[src/rtl/ptc_pwr_pkg.sv]
// Shared types and constants for the crate power sequencer.
// State codes and status bit positions are visible to software.
package ptc_pwr_pkg;

    localparam int N_WIB = 6;
    localparam int N_OT = 3;

    // Alert vector order: 3V3, 2V5, WIB feeds, 12 V input, over-temp
    localparam int AL_3V3 = 0;
    localparam int AL_2V5 = 1;
    localparam int AL_VP12 = 2;
    localparam int AL_VIN = AL_VP12 + N_WIB;
    localparam int AL_OT = AL_VIN + 1;
    localparam int N_ALERT = AL_OT + N_OT;

    typedef enum logic [2:0] {
        ST_OFF  = 3'd0,
        ST_UP3  = 3'd1,
        ST_UP2  = 3'd2,
        ST_RUN  = 3'd3,
        ST_DOWN = 3'd4
    } pwr_state_e;

    localparam int STS_EN_3V3 = 0;
    localparam int STS_EN_2V5 = 1;
    localparam int STS_VP12 = 2;
    localparam int STS_WFAULT = 8;
    localparam int STS_GFAULT = 14;
    localparam int STS_OTL = 15;
    localparam int STS_STATE = 16;

    function automatic logic [N_WIB-1:0] lowest_one(input logic [N_WIB-1:0] v);
        return v & (~v + N_WIB'(1));
    endfunction

endpackage

[src/rtl/alert_debounce.sv]
// Two-flop synchronizer plus run-length debounce for an active-low alert.
// The flag is registered once more after the run counter saturates.
module alert_debounce #(
    parameter int DEBOUNCE = 16
) (
    input  logic clk_axi,
    input  logic resetn,
    input  logic alert_n,
    output logic flag
);

    localparam int CW = $clog2(DEBOUNCE + 1);
    localparam logic [CW-1:0] CMAX = CW'(DEBOUNCE);

    logic s1;
    logic s2;
    logic [CW-1:0] cnt;

    always_ff @(posedge clk_axi or negedge resetn) begin
        if (!resetn) begin
            s1   <= 1'b0;
            s2   <= 1'b0;
            cnt  <= '0;
            flag <= 1'b0;
        end else begin
            s1 <= ~alert_n;
            s2 <= s1;
            if (!s2) begin
                cnt  <= '0;
                flag <= 1'b0;
            end else begin
                if (cnt != CMAX) cnt <= cnt + CW'(1);
                flag <= (cnt == CMAX);
            end
        end
    end

endmodule

[src/rtl/ptc_power_sequencer.sv]
// Crate power sequencer: LV rail ramp, staggered WIB 12 V feeds,
// debounced alerts with latched faults and a status word.
module ptc_power_sequencer
    import ptc_pwr_pkg::*;
#(
    parameter int LV_DELAY = 100000,
    parameter int STAGGER = 50000,
    parameter int DEBOUNCE = 16,
    parameter int CNT_W = 24
) (
    input  logic        clk_axi,
    input  logic        resetn,
    input  logic        lv_on_req,
    input  logic [5:0]  wib_on_req,
    input  logic        fault_clr,
    input  logic        vp3v3_alert,
    input  logic        vp2v5_alert,
    input  logic [6:0]  vp12_alert,
    input  logic [2:0]  over_temp,
    output logic        en_3v3,
    output logic        en_2v5,
    output logic [5:0]  vp12_en,
    output logic        over_temp_led,
    output logic [31:0] status
);

    localparam logic [CNT_W-1:0] LV_LOAD = CNT_W'(LV_DELAY - 1);
    localparam logic [CNT_W-1:0] ST_LOAD = CNT_W'(STAGGER - 1);

    pwr_state_e state;
    logic [CNT_W-1:0] cnt;
    logic [N_WIB-1:0] wib_fault;
    logic global_fault;
    logic ot_latch;

    logic [N_ALERT-1:0] pin_n;
    logic [N_ALERT-1:0] dflag;

    assign pin_n = {over_temp, vp12_alert, vp2v5_alert, vp3v3_alert};

    for (genvar g = 0; g < N_ALERT; g++) begin : g_db
        alert_debounce #(.DEBOUNCE(DEBOUNCE)) u_db (
            .clk_axi (clk_axi),
            .resetn  (resetn),
            .alert_n (pin_n[g]),
            .flag    (dflag[g])
        );
    end

    logic [N_WIB-1:0] wflag;
    logic [N_WIB-1:0] wib_fault_nxt;
    logic [N_WIB-1:0] keep;
    logic [N_WIB-1:0] cand;
    logic ot_src;
    logic g_src;
    logic g_clr;
    logic shut;

    always_comb begin
        wflag  = dflag[AL_VP12 +: N_WIB];
        ot_src = |dflag[AL_OT +: N_OT];
        g_src  = dflag[AL_3V3] | dflag[AL_2V5] | dflag[AL_VIN] | ot_src;
        g_clr  = fault_clr && (state == ST_OFF) && !g_src;
        shut   = !lv_on_req || global_fault || g_src;
        // A new alert always wins over a clear in the same cycle
        wib_fault_nxt = (wib_fault & ~({N_WIB{fault_clr}} & ~wflag)) | wflag;
        keep = vp12_en & wib_on_req & ~wflag;
        cand = wib_on_req & ~vp12_en & ~wib_fault & ~wflag;
    end

    always_ff @(posedge clk_axi or negedge resetn) begin
        if (!resetn) begin
            state        <= ST_OFF;
            cnt          <= '0;
            en_3v3       <= 1'b0;
            en_2v5       <= 1'b0;
            vp12_en      <= '0;
            wib_fault    <= '0;
            global_fault <= 1'b0;
            ot_latch     <= 1'b0;
        end else begin
            wib_fault    <= wib_fault_nxt;
            global_fault <= (global_fault && !g_clr) || g_src;
            ot_latch     <= (ot_latch && !g_clr) || ot_src;
            vp12_en      <= (state == ST_RUN) ? keep : '0;
            unique case (state)
                ST_OFF: begin
                    if (lv_on_req && !global_fault) begin
                        state  <= ST_UP3;
                        en_3v3 <= 1'b1;
                        cnt    <= LV_LOAD;
                    end
                end
                ST_UP3: begin
                    if (shut) begin
                        state <= ST_DOWN;
                        cnt   <= LV_LOAD;
                    end else if (cnt == '0) begin
                        state  <= ST_UP2;
                        en_2v5 <= 1'b1;
                        cnt    <= LV_LOAD;
                    end else begin
                        cnt <= cnt - CNT_W'(1);
                    end
                end
                ST_UP2: begin
                    if (shut) begin
                        state  <= ST_DOWN;
                        en_2v5 <= 1'b0;
                        cnt    <= LV_LOAD;
                    end else if (cnt == '0) begin
                        state <= ST_RUN;
                    end else begin
                        cnt <= cnt - CNT_W'(1);
                    end
                end
                ST_RUN: begin
                    // cnt is the stagger timer here; it arrives at zero
                    if (shut) begin
                        state   <= ST_DOWN;
                        en_2v5  <= 1'b0;
                        vp12_en <= '0;
                        cnt     <= LV_LOAD;
                    end else if (cnt != '0) begin
                        cnt <= cnt - CNT_W'(1);
                    end else if (|cand) begin
                        vp12_en <= keep | lowest_one(cand);
                        cnt     <= ST_LOAD;
                    end
                end
                ST_DOWN: begin
                    if (cnt == '0) begin
                        state  <= ST_OFF;
                        en_3v3 <= 1'b0;
                    end else begin
                        cnt <= cnt - CNT_W'(1);
                    end
                end
                default: begin
                    state   <= ST_OFF;
                    en_3v3  <= 1'b0;
                    en_2v5  <= 1'b0;
                    vp12_en <= '0;
                end
            endcase
        end
    end

    assign over_temp_led = ot_latch;

    always_comb begin
        status = '0;
        status[STS_EN_3V3] = en_3v3;
        status[STS_EN_2V5] = en_2v5;
        status[STS_VP12 +: N_WIB] = vp12_en;
        status[STS_WFAULT +: N_WIB] = wib_fault;
        status[STS_GFAULT] = global_fault;
        status[STS_OTL] = ot_latch;
        status[STS_STATE +: 3] = state;
    end

endmodule

[config.mk]
export PLATFORM = sky130hd
export DESIGN_NAME = ptc_power_sequencer
export DESIGN_NICKNAME = d
export VERILOG_FILES = /design/src/rtl/ptc_pwr_pkg.sv /design/src/rtl/alert_debounce.sv /design/src/rtl/ptc_power_sequencer.sv
export SDC_FILE = /design/constraint.sdc
export NUM_CORES = 1
export LEC_CHECK = 0
export BUFFER_PORTS_ARGS = -buffer_cell sky130_fd_sc_hd__buf_2
export CAP_MARGIN = 0
export CORE_MARGIN = 2
export CORE_UTILIZATION = 64
export CTS_CLUSTER_SIZE = 40
export DETAILED_ROUTE_END_ITERATION = 8
export GPL_TIMING_DRIVEN = 0
export PLACE_DENSITY = 0.93
export REMOVE_ABC_BUFFERS = 1
export SETUP_SLACK_MARGIN = 0.2
export SLEW_MARGIN = 30
export SYNTH_ARGS = -nofsm -noshare
export SYNTH_HDL_FRONTEND = slang
export SYNTH_SLANG_ARGS = --single-unit
[constraint.sdc]
create_clock -name clk_axi -period 4.5 [get_ports clk_axi]
set_clock_uncertainty 0.15 [all_clocks]
set_input_delay 0.45 -clock clk_axi [delete_from_list [all_inputs] [get_ports clk_axi]]
set_output_delay 0.45 -clock clk_axi [all_outputs]
set_load 0.01 [all_outputs]
## Yosys cells after proc, flatten, opt, wreduce, memory -nomap -nowiden

Index checks and enable logic that the tools add are counted.

| cells by class | value |
|---|---|
| $add $sub $neg | 14 |
| equal/unequal tests | 49 |
| mux-type cells | 65 |
| bitwise operators | 32 |
| reductions and logical operators | 27 |

Operators by type and width:

| kind | number |
|---|---|
| $mux W24 | 8 |
| $mux W5 | 24 |
| $pmux W24 S5 | 1 |
| $add A5 B1 Y5 const B | 12 |
| $eq A5 B5 Y1 const B | 12 |
| $ne A5 B5 Y1 const B | 12 |
| $and A6 B6 Y6 | 8 |
| $ne A2 B2 Y1 const B | 16 |
| $not A6 Y6 | 5 |
| $logic_not A24 Y1 | 1 |
| $mux W6 | 4 |
| $reduce_bool A24 Y1 | 1 |
| $sub A24 B1 Y24 const B | 1 |
| $mux W3 | 7 |
| $mux W1 | 17 |
| $pmux W3 S5 | 1 |
| $not A1 Y1 | 14 |
| $or A6 B6 Y6 | 2 |
| $pmux W6 S2 | 1 |
| $add A6 B1 Y6 const B | 1 |
| $eq A3 B2 Y1 const B | 2 |
| $ne A3 B3 Y1 const B | 2 |
| $pmux W1 S3 | 2 |
| $reduce_and A3 Y1 | 2 |
| 16 further kinds | 31 |

| word-level totals | value |
|---|---|
| flip-flop bits (word level) | 139 |
| bits of input ports | 22 |
| output and inout bits | 41 |
| word-level logic and storage cells | 243 |

## Logic depth before layout (Yosys ltp)

| depth | value |
|---|---|
| depth in word-level cells | 12 |
| depth in mapped cells | 13 |
| mapped depth without buffers | 11 |

## By module

Synthesis repeated with hierarchy kept, for this count alone.

| unflattened totals | value |
|---|---|
| cell total of the unflattened synthesis | 696 |
| area total of the unflattened synthesis | 7195.7 sq um |

Modules (own cells, without submodules):

| module | instances | cells an instance | area each (sq um) | sequential area each (sq um) |
|---|---|---|---|---|
| alert_debounce | 12 | 32 | 372.9 | 200.2 |
| ptc_power_sequencer | 1 | 312 | 2721.4 | 1076.0 |

## Worst setup path after synthesis

No wires, ideal clock.

| path | value |
|---|---|
| path kind | register to register |
| from | reg cnt[8] |
| to | reg cnt[0] |
| setup time | 0.110 ns |
| arrival time | 2.241 ns |
| data required time | 4.240 ns |
| slack | 1.999 ns |
| stages on the path, launching flop included | 13 |
| period minus slack after synthesis | 2.501 ns |
| cells stage by stage | dfrtp_1 buf_6 nor4_4 nand4_4 nor2_2 inv_2 buf_6 buf_2 ha_1 nor2_1 a21oi_1 nor2_1 o41ai_1 |

| between the ends | value |
|---|---|
| cells in the longest elaborated chain, start to end | 4 |

RTL lines:

| item | line | RTL |
|---|---|---|
| from (decl) | ptc_power_sequencer.sv:31 | `logic [CNT_W-1:0] cnt;` |
| from (signal assigned) | ptc_power_sequencer.sv:103 | `cnt <= cnt - CNT_W'(1);` |
| from (signal assigned) | ptc_power_sequencer.sv:114 | `cnt <= cnt - CNT_W'(1);` |
| from (signal assigned) | ptc_power_sequencer.sv:125 | `cnt <= cnt - CNT_W'(1);` |
| $reduce_bool A24 Y1 / $logic_not A24 Y1 (equally long branches) | -- |  |
| $mux W24, on equally long branches (2 in series) | -- |  |
| $pmux W24 S5 | ptc_power_sequencer.sv:86 | `unique case (state)` |

Several ways; a longest one is shown, not always the timed one.
A chain may end at the register's enable or synchronous reset.

## Final worst setup path

| path | value |
|---|---|
| from | reg cnt[5] |
| to | reg cnt[20] |

| between the ends | value |
|---|---|
| cells in the longest elaborated chain, start to end | 4 |

RTL lines:

| item | line |
|---|---|
| $sub A24 B1 Y24, or another cell as far along | -- |
| $mux W24, on equally long branches | -- |
| $mux W24, on equally long branches | ptc_power_sequencer.sv:119, ptc_power_sequencer.sv:95, ptc_power_sequencer.sv:107 |
| $pmux W24 S5 | ptc_power_sequencer.sv:86 |

Several ways; a longest one is shown, not always the timed one.

==> run_results.csv <==
group,metric,value,unit
die,fp.dieH,109,um
timing,setup_viol_count_final,0,
placement,io_buffers,49,
clocking,clock-sinks,139,
global_route,gr-usage-met2,47.9,%
logic_synthesis,synthAdderAreaFrac,4.83,%
critical_path,endpoint_kind,"flop",
die,core,0.0107,sq mm
layout,area.growth.synth_to_final,13.9,%
routing,antenna_left,0,
logic_synthesis,async_flop_share,100,%
global_route,grt_util_met1,34.3,%
critical_path,cp_data_arrival_time,4290,ps
clocking,postCtsSetupBuffers,0,
logic_synthesis,synth_top_family_by_area,"simple AND/OR/NAND/NOR gates",
logic_synthesis,synth_cell_types,69,
global_route,grt_pass1_vias,5367,
clocking,htree_levels,4,
pwr,vdd_drop_max,0.343,mV
logic_synthesis,synth-seq-cells,139,
global_route,met3_usage,8.56,%
global_route,grt_pass1_wl,25.6,mm
critical_path,start_kind,"flop",
logic_synthesis,synthesis.area,0.00699,sq mm
timing,clock.fmax,248,MHz
logic_synthesis,synth_area_per_cell,10.4,sq um
logic_synthesis,synth_compound_area_share,10.2,%
layout,diodes,0,
logic_synthesis,synth_seq_area_share,49.8,%
timing,slew_viol_final,0,
routing,drc,0,
critical_path,rrSetupSlack,470,ps
critical_path,worstPathMaxFanout,23,
clocking,clk_latency,550,ps
logic_synthesis,synthSimpleGateAreaFrac,21.2,%
global_route,gr-total-overflow,0,
logic_synthesis,ys_warn_count,0,
timing,min_period_over_period,89.6,%
critical_path,setup.worst_path.class,"reg -> reg",
pwr,p_leak,3.81,nW
logic_synthesis,synth_top_flop_cell,"dfrtp_1",
routing,firstDrtPassIters,7,
critical_path,rr_worst_depth,7,
timing,slew_headroom,35.2,%
die,die_w,109,um
critical_path,worst-endpoint-required,4760,ps
layout,stdcell_count,884,
logic_synthesis,synthCells,672,
placement,hpwl,9.98,mm
layout,drive_gt1_share,13.6,%
critical_path,worstReg2RegStart,"cnt[5]$_DFFE_PN0P_",
clocking,cts_buffers,17,
run_status,status,"complete, no violations",
placement,place_inst,839,
logic_synthesis,synth_edf_count,0,
hold_path,min-delay-start,"wib_on_req[0]",
die,initial_core_util,65.1,%
routing,vias,5301,
global_route,antenna_found_initial,0,
timing,final-hold-violation-count,0,
critical_path,timing.rr.end,"cnt[20]$_DFFE_PN0P_",
routing,wire_per_inst,17.5,um
clocking,clk_path_buf_depth,2,
clocking,cts_root_buffer,"clkbuf_8",
hold_path,hold_depth,2,
routing,avgViaCountPerCell,6.00,
global_route,grt-busiest-layer,"met2",
pwr,p_per_area,443,mW/mm^2
global_route,grt_start_max_net_pins,95,
routing,drtIter0Drc,517,
timing,final.setup.tns,0,ps
die,dieArea,0.0118,sq mm
die,rows,38,
clocking,clkTransAtPathRegs,60,ps
clocking,tritoncts,"built",
placement,placed_cell_area,0.00724,sq mm
global_route,grt_util_all_layers,28.4,%
pwr,power,3.53,mW
logic_synthesis,synth_mux_area_share,1.72,%
timing,rsz0062_at_grt,"no",
layout,final_nets,780,
hold_path,min_to,"vp12_en[0]$_DFF_PN0_",
placement,gp_congestion,0.918,
die,num_io_pins,63,
hold_path,hold_path.class,"in -> reg",
layout,final_area,0.00797,sq mm
timing,fin_crit,4030,ps
routing,wl,15.5,mm
logic_synthesis,synth-xor-area-share,6.14,%
job,cap_viol_max_count,0,
timing,max_slew.worst_pin.slew,971,ps
==> metal layers <==
metal | vias to the layer above | part of all wire [%]
li1 | 2400 | -
met1 | 2609 | 39
met2 | 249 | 51
met3 | 43 | 7.5
met4 | 0 | 2.1
met5 | - | 0
==> Yosys cell counts (2+ instances only) <==
master	instances	share of area [%]
a211oi_1	2	0.21
a21boi_0	5	0.54
a21o_1	9	0.97
a21oi_1	19	1.4
a221o_1	2	0.29
a2bb2oi_1	3	0.38
a31oi_1	9	0.81
a41oi_1	3	0.38
and2_1	48	4.3
and3_1	2	0.18
buf_2	2	0.14
buf_4	27	2.9
buf_6	3	0.48
clkbuf_1	3	0.16
dfrtp_1	139	50
ha_1	27	4.8
inv_1	44	2.4
mux2i_1	12	1.7
nand2_1	38	2.0
nand2b_1	4	0.36
nand3_1	31	2.2
nand4_1	3	0.27
nor2_1	53	2.8
nor2b_1	14	1.3
nor3_1	22	1.6
nor3b_1	2	0.21
nor4_1	4	0.36
nor4_4	2	0.61
nor4b_1	11	1.4
nor4bb_1	8	1.1
o21ai_0	25	1.8
o21ai_1	2	0.14
o21ai_2	2	0.25
o22a_1	3	0.38
o31ai_1	4	0.43
o41ai_1	2	0.25
o41ai_2	2	0.47
or3_1	2	0.18
or4_1	2	0.21
xnor2_1	36	4.5
xor2_1	13	1.6
==> flip-flops by register name, indices dropped and copies added (netlist names) <==
register and flops:
en_2v5 1, global_fault 1, g_db.u_db.s2 12, g_db.u_db.cnt 60, wib_fault 6, state 3, g_db.u_db.flag 12, vp12_en 6
cnt 24, en_3v3 1, g_db.u_db.s1 12, over_temp_led 1
==> final cells by class <==
type / count / area [sq um]
fillers: 689 / 2780
flip-flops and latches: 139 / 3480
multi-input cells: 465 / 3140
inverters: 45 / 169
clock buffers: 22 / 473
clock inverters: 10 / 115
well taps: 140 / 175
repair buffers: 63 / 413
==> placed cells by master, fill, tap and decap left out, drive strengths merged, types with 12 or more instances in the layout <==
| cell | synthesis | layout |
|---|---|---|
| nor4b | 12 | 12 |
| dlygate4sd3 | 0 | 13 |
| nor2 | 54 | 54 |
| inv | 45 | 45 |
| mux2i | 12 | 12 |
| a21oi | 19 | 19 |
| nand3 | 31 | 31 |
| ha | 27 | 27 |
| nand2 | 38 | 38 |
| nor3 | 22 | 22 |
| xor2 | 13 | 13 |
| nor2b | 14 | 14 |
| dfrtp | 139 | 139 |
| o21ai | 29 | 29 |
| xnor2 | 36 | 36 |
| and2 | 49 | 49 |
| conb | 1 | 13 |
| clkbuf | 3 | 22 |
| buf | 32 | 50 |
==> worst max-delay path, cell delays in order (launching register included) <==
cell,delay (ps)
dfrtp_1,440
nor4_2,470
nand4_1,290
nor2_2,810
inv_2,460
o21ai_4,640
or2_1,460
o21ai_0,160
==> through the flow <==
step / setup WS [ps] / hold slack, ps / util [%]
2_1_floorplan: 1490 / 4.41 / -
3_3_place_gp: 465 / 182 / 67.0
3_5_place_dp: 394 / 185 / 67.4
4_1_cts: 381 / 17.7 / 74.1
5_1_grt: 245 / 14.5 / 74.1
6_report: 468 / 27.2 / 74.1
==> power by group <==
| group | internal [mW] | total (mW) | switching, mW |
|---|---|---|---|
| clock network | 0.846 | 1.38 | 0.535 |
| logic | 0.261 | 0.664 | 0.404 |
| registers | 1.34 | 1.48 | 0.142 |
| total | 2.45 | 3.53 | 1.08 |
==> kinds of logic after synthesis <==
family / after synthesis
and+or+nand+nor: 260
DFF: 139
AOI/OAI and AO/OA: 104
buffers and inverters: 80
xor gates and xnor gates: 49
adders and majority gates: 27
muxes: 12
other: 1
==> worst max-delay path by stage <==
stage / from / to / depth (start not counted)
2_1_floorplan: cnt[8]$_DFFE_PN0P_ / cnt[20]$_DFFE_PN0P_ / 7
3_3_place_gp: cnt[5]$_DFFE_PN0P_ / cnt[5]$_DFFE_PN0P_ / 7
3_5_place_dp: cnt[7]$_DFFE_PN0P_ / cnt[5]$_DFFE_PN0P_ / 7
4_1_cts: cnt[5]$_DFFE_PN0P_ / cnt[20]$_DFFE_PN0P_ / 7
5_1_grt: cnt[5]$_DFFE_PN0P_ / cnt[20]$_DFFE_PN0P_ / 7
6_report: cnt[5]$_DFFE_PN0P_ / cnt[20]$_DFFE_PN0P_ / 7
==> repair_timing <==
item,in CTS,in global routing
hold endpoints to repair,57,0
hold buffers,13,0
resized for setup,0,1
setup endpoints to repair,0,8
(Power assumes the default switching activity.)
